### config.mk
export PLATFORM = sky130hd
export DESIGN_NAME = arp_reply_tx
export DESIGN_NICKNAME = d
export VERILOG_FILES = /design/src/rtl/arp_reply_tx.sv
export SDC_FILE = /design/constraint.sdc
export NUM_CORES = 1
export LEC_CHECK = 0
export ABC_AREA = 1
export CAP_MARGIN = 5
export CORE_ASPECT_RATIO = 1.75
export CORE_MARGIN = 2
export CORE_UTILIZATION = 60
export DETAILED_ROUTE_END_ITERATION = 10
export DONT_BUFFER_PORTS = 1
export PLACE_DENSITY_LB_ADDON = 0.25
export SETUP_SLACK_MARGIN = 0.02
export SLEW_MARGIN = 40
export SYNTH_ARGS = -nofsm -noshare
export SYNTH_HDL_FRONTEND = slang
export SYNTH_SLANG_ARGS = --single-unit
export TNS_END_PERCENT = 20
### constraint.sdc
create_clock -name clk -period 16.1 [get_ports clk]
set_clock_uncertainty 0.15 [all_clocks]
set_input_delay 1.61 -clock clk [delete_from_list [all_inputs] [get_ports clk]]
set_output_delay 1.61 -clock clk [all_outputs]
set_load 0.05 [all_outputs]
### src/rtl/arp_reply_tx.sv
// ARP reply framer: turns an arp_send pulse into a serialised Ethernet ARP reply
// (opcode 2) on a valid/ready byte stream. Holds one request pending while a frame
// is in flight and enforces an inter-frame gap after every frame.
//
// state  | meaning
// -------+------------------------------------------------------------------
// IDLE   | no frame; start on arp_send or a held pending request
// SEND   | presenting frame byte cnt_q; advances on tx_valid && tx_ready
// GAP    | forced idle after the last byte, gap_q counts down to zero
module arp_reply_tx #(
  parameter bit PAD_MIN    = 1'b1,
  parameter int IFG_CYCLES = 12
) (
  input  logic        clk,
  input  logic        areset,
  input  logic [47:0] my_mac,
  input  logic [31:0] my_ip,
  input  logic        arp_send,
  input  logic [47:0] source_mac,
  input  logic [31:0] source_ip,
  input  logic        tx_ready,
  output logic        tx_valid,
  output logic [7:0]  data_tx,
  output logic        tx_last,
  output logic        busy,
  output logic        req_drop
);

  // gap_q only ever holds IFG_CYCLES-1 down to 0
  localparam int              GW       = (IFG_CYCLES > 1) ? $clog2(IFG_CYCLES) : 1;
  localparam logic [GW-1:0]   GAP_LOAD = GW'(IFG_CYCLES - 1);
  localparam logic [5:0]      LAST_IDX = PAD_MIN ? 6'd59 : 6'd41;

  typedef enum logic [1:0] {S_IDLE, S_SEND, S_GAP} state_t;

  state_t        state_q, state_d;
  logic [5:0]    cnt_q, cnt_d;
  logic [GW-1:0] gap_q, gap_d;
  logic [47:0]   dst_mac_q, dst_mac_d;
  logic [31:0]   dst_ip_q, dst_ip_d;
  logic [47:0]   my_mac_q, my_mac_d;
  logic [31:0]   my_ip_q, my_ip_d;
  logic          pend_vld_q, pend_vld_d;
  logic [47:0]   pend_mac_q, pend_mac_d;
  logic [31:0]   pend_ip_q, pend_ip_d;
  logic          req_drop_q, req_drop_d;

  logic [335:0]  frame_w;
  logic [8:0]    bit_off;

  // Next-state logic for the sequencer, frame registers and the pending slot
  always_comb begin
    state_d    = state_q;
    cnt_d      = cnt_q;
    gap_d      = gap_q;
    dst_mac_d  = dst_mac_q;
    dst_ip_d   = dst_ip_q;
    my_mac_d   = my_mac_q;
    my_ip_d    = my_ip_q;
    pend_vld_d = pend_vld_q;
    pend_mac_d = pend_mac_q;
    pend_ip_d  = pend_ip_q;
    req_drop_d = 1'b0;
    case (state_q)
      S_IDLE: begin
        if (pend_vld_q) begin
          // older request goes first; a simultaneous new one refills the slot
          dst_mac_d  = pend_mac_q;
          dst_ip_d   = pend_ip_q;
          my_mac_d   = my_mac;
          my_ip_d    = my_ip;
          cnt_d      = 6'd0;
          state_d    = S_SEND;
          pend_vld_d = arp_send;
          if (arp_send) begin
            pend_mac_d = source_mac;
            pend_ip_d  = source_ip;
          end
        end else if (arp_send) begin
          dst_mac_d = source_mac;
          dst_ip_d  = source_ip;
          my_mac_d  = my_mac;
          my_ip_d   = my_ip;
          cnt_d     = 6'd0;
          state_d   = S_SEND;
        end
      end
      S_SEND: begin
        if (tx_ready) begin
          if (cnt_q == LAST_IDX) begin
            cnt_d   = 6'd0;
            gap_d   = GAP_LOAD;
            state_d = S_GAP;
          end else begin
            cnt_d = cnt_q + 6'd1;
          end
        end
      end
      S_GAP: begin
        if (gap_q == '0) state_d = S_IDLE;
        else             gap_d   = gap_q - GW'(1);
      end
      default: state_d = S_IDLE;
    endcase
    if ((state_q != S_IDLE) && arp_send) begin
      if (!pend_vld_q) begin
        pend_vld_d = 1'b1;
        pend_mac_d = source_mac;
        pend_ip_d  = source_ip;
      end else begin
        req_drop_d = 1'b1;
      end
    end
  end

  // State and datapath registers; reset aborts any frame and clears the slot
  always_ff @(posedge clk or posedge areset) begin
    if (areset) begin
      state_q    <= S_IDLE;
      cnt_q      <= 6'd0;
      gap_q      <= '0;
      dst_mac_q  <= 48'd0;
      dst_ip_q   <= 32'd0;
      my_mac_q   <= 48'd0;
      my_ip_q    <= 32'd0;
      pend_vld_q <= 1'b0;
      pend_mac_q <= 48'd0;
      pend_ip_q  <= 32'd0;
      req_drop_q <= 1'b0;
    end else begin
      state_q    <= state_d;
      cnt_q      <= cnt_d;
      gap_q      <= gap_d;
      dst_mac_q  <= dst_mac_d;
      dst_ip_q   <= dst_ip_d;
      my_mac_q   <= my_mac_d;
      my_ip_q    <= my_ip_d;
      pend_vld_q <= pend_vld_d;
      pend_mac_q <= pend_mac_d;
      pend_ip_q  <= pend_ip_d;
      req_drop_q <= req_drop_d;
    end
  end

  // 42 header/payload bytes, byte 0 in the top octet; padding bytes are zero
  assign frame_w = {dst_mac_q, my_mac_q, 16'h0806, 16'h0001, 16'h0800, 8'h06, 8'h04,
                    16'h0002, my_mac_q, my_ip_q, dst_mac_q, dst_ip_q};
  assign bit_off = {3'b000, 6'd41 - cnt_q} << 3;

  // Byte mux; outputs decode straight from registers so reset clears them at once
  always_comb begin
    data_tx = 8'h00;
    if ((state_q == S_SEND) && (cnt_q <= 6'd41)) data_tx = frame_w[bit_off +: 8];
  end

  assign tx_valid = (state_q == S_SEND);
  assign tx_last  = (state_q == S_SEND) && (cnt_q == LAST_IDX);
  assign busy     = (state_q != S_IDLE) || pend_vld_q;
  assign req_drop = req_drop_q;

endmodule

==> results.txt <==
outcome: completed
met2 GRT Util: 53.0%
required time of the critical path: 14.34 ns
Post-synth EDFFs: 0
r2r setup slk: 13.10 ns
Slew Viols, Final: 0
post-synthesis mux area share: 2.22%
Crit. End Element: output port
vias: 10,500
final WL: 34,100 um
met1 usage: 39.6%
Tot GR Track Use: 30.8%
Cell Area, Synth: 0.0127 mm2
crit-path leading delay family: buffers and inverters
Initial Utilization: 60.8%
Worst-path clk slew: 0.07 ns
first-pass GRT wire length: 53,900 um
Global Route met3 Usage: 5.00%
hold buffer count at CTS: 0
hpwl dp: 24,200 um
worst-skew pair later-pin latency: 0.52 ns
Switching Fraction: 46.4%
Worst slew margin: 44.9%
P_int: 0.00171 W
H-tree Lvls: 1
CTS buffer count: 23
slowest CP cell: dfrtp_2
power share of the clock group: 17.6%
Synth Area in Compound Gates: 12.2%
final hold vios: 0
Finished Layout Cells: 1,870
final worst-path cycle share: 33.5%
Syn Area/Cell: 7.64 um2
Post-Synth Adder-Cell Area: 0.493%
Seq/Total Area, Yosys: 50.1%
f_max: 0.185 GHz
crit path launch type: flop
Core Area: 0.0208 mm2
initial antenna violation count: 0
Seq pwr share: 34.7%
root buf cell: clkbuf_16
Post-CTS Setup Bufs: 0
Post-Syn Instances: 1,659
RD Place Congestion: 0.964
Rows: 70
combinational share of power: 47.7%
CTS sink cnt: 254
Inst Count DP: 1,828
layout net count: 1,770
min Tclk post-route: 5.39 ns
Die ar.: 0.0224 mm2
Port Buffer Count: 0
peak supply drop: 0.000203 V
Yosys Warn Count: 0
Max-cap violations: 0
slowest cell delay on critical path: 0.66 ns
most frequent CP cell: nor2_1
gr busiest metal: met2
Top FF cell, synth: dfrtp_1
HP Class: reg -> reg
main combinational cell family by area after synthesis: simple AND/OR/NAND/NOR gates
Bufs and invs on worst path: 3
n_diodes: 0
Fin Hold WS: 0.329 ns
crit path kind: reg -> out
critical path, cell by cell: buf_4 -> inv_4 -> ha_1 -> inv_1 -> nor2_1 -> nor2_1 -> nand3_1 -> nand2_1 -> nor2_1 -> nor2_1 -> nor2_2
share of cells above drive strength 1: 6.18%
Detail Route Antenna Nets: 0
simple-gate share of the synthesized area: 25.8%
Ports: 176
Pleak: 6.83 nW
DRC Markers: 0
Resize count post-CTS: 0
TNS Setup: 0 ns
worst hold start: my_ip_q[25]
RSZ-0062 raised after global routing: no
die width: 114 um
wire per inst: 18.3 um
largest net degree at the start of global routing: 131
vias in the first global route: 10,100
CTS Buffer Depth: 3
PwrDens: 237 mW/mm2
post-synthesis async set-or-reset flop share: 100%
Crit. Startpoint: cnt_q[0]
Area growth, synth to finish: 6.16%
XOR/XNOR Fraction of Synth Area: 0.355%
worst-path fanout max: 70
Slew @ Worst Pin: 0.826 ns
CTS tree: yes
unique cell type count in the Yosys netlist: 33
Mapped Nets: 1,828
switching power: 0.00148 W
1st-iter DRT viols: 950
Critical R2R Launch: pend_vld_q
DR pass1 iterations: 6
critical path data arrival time: 3.63 ns
die height: 196 um
final setup fails: 0
flop and latch count out of synthesis: 254
gr ovfl total: 0
Vias/cell: 5.60
[layout make-up]
class	instances	area (um2)
fill	1826	7390
tap	252	315
clock buffer	31	646
timing repair buffer	11	105
inverter	171	664
sequential	254	6360
multi-input combinational	1140	5250
clock inverter	11	121
[synthesized netlist by cell type (3+ instances only)]
library cell | count | share of area [%]
nand2_1 | 683 | 20
dfrtp_1 | 254 | 50
inv_1 | 158 | 4.7
o21ai_0 | 143 | 5.6
nor2_1 | 74 | 2.2
nand3_1 | 55 | 2.2
o211ai_1 | 54 | 3.2
buf_2 | 40 | 1.6
clkbuf_1 | 29 | 0.86
a31oi_1 | 26 | 1.3
o21ai_1 | 24 | 0.95
a21oi_1 | 23 | 0.91
buf_4 | 16 | 0.95
mux2_1 | 13 | 1.2
inv_2 | 12 | 0.36
mux2_2 | 12 | 1.1
buf_1 | 8 | 0.24
ha_1 | 5 | 0.49
nand2_2 | 5 | 0.25
nor3_1 | 5 | 0.20
nand4_1 | 3 | 0.15
nor2_2 | 3 | 0.15
[registers in the layout (all words and copies together), names as in the netlist]
register / cells
dst_ip_q: 32
pend_mac_q: 48
cnt_q: 6
dst_mac_q: 48
req_drop: 1
gap_q: 4
my_mac_q: 48
pend_ip_q: 32
my_ip_q: 32
state_q: 2
pend_vld_q: 1
[cells in the final DEF, fill, tap and decap left out, types with 5 or more instances in the layout]
| cell | netlist | final |
|---|---|---|
| mux2_1 | 13 | 13 |
| inv_1 | 158 | 157 |
| nor2_2 | 3 | 7 |
| nand2_1 | 683 | 683 |
| mux2_2 | 12 | 12 |
| a31oi_1 | 26 | 26 |
| a21oi_1 | 23 | 19 |
| clkbuf_16 | 0 | 23 |
| nor3_1 | 5 | 5 |
| o21ai_0 | 143 | 143 |
| nand3_1 | 55 | 55 |
| ha_1 | 5 | 5 |
| nand2_2 | 5 | 5 |
| dfrtp_1 | 254 | 252 |
| inv_2 | 12 | 10 |
| o211ai_1 | 54 | 54 |
| nor2_1 | 74 | 70 |
| buf_4 | 16 | 6 |
| o21ai_1 | 24 | 23 |
[worst min-delay path, cell delays in order, from the launching register on]
cell and delay (ns):
dfrtp_1 0.34, nand2_1 0.05, nand2_1 0.05
[metrics by stage]
| stage | setup slack, ns | cell area (um2) | util [%] | power [W] |
|---|---|---|---|---|
| final | 10.71 | 13500 | 64.6 | 0.00318 |
| after CTS | 10.75 | 13400 | 64.5 | 0.00318 |
| after global routing | 10.45 | 13500 | 64.6 | 0.00343 |
| after global placement | 10.84 | 12600 | 60.6 | 0.00257 |
| after detailed placement | 11.29 | 12700 | 60.8 | 0.00262 |
| after floorplan | 7.35 | 12700 | - | 0.00222 |
[path summary, 6_finish.rpt]
path                                  to  depth (start not counted)
max                           data_tx[1]                         11
min                          my_ip_q[25]                          2
max reg2reg                dst_mac_q[37]                          5
min reg2reg                  my_ip_q[25]                          2
max in group asynchronous    dst_ip_q[8]                          2
min in group asynchronous  pend_mac_q[7]                          1
[power groups by stage]
stage	registers, W	logic [W]	clock network [W]
2_1_floorplan	0.00106	0.00117	0
3_3_place_gp	0.00111	0.00146	0
3_5_place_dp	0.00112	0.00150	0
4_1_cts	0.00111	0.00151	0.000566
5_1_grt	0.00114	0.00169	0.000594
6_report	0.00111	0.00152	0.000561
[kinds of logic (layout without fill, tap and decap cells)]
logic type                 count (synthesis)  count (layout)
DFF                                      254             254
buffers and inverters                    265             224
xor gates and xnor gates                   3               3
muxes                                     25              25
adders and majority gates                  5               5
and+or+nand+nor                          834             834
AOI/OAI and AO/OA                        273             273
[metal layers]
metal | vias to the layer above | part of all wire [%]
met5 | - | 0
met4 | 0 | 3.6
met3 | 70 | 5.6
met2 | 324 | 51
met1 | 4986 | 40
li1 | 5098 | -
(Power assumes the default switching activity.)
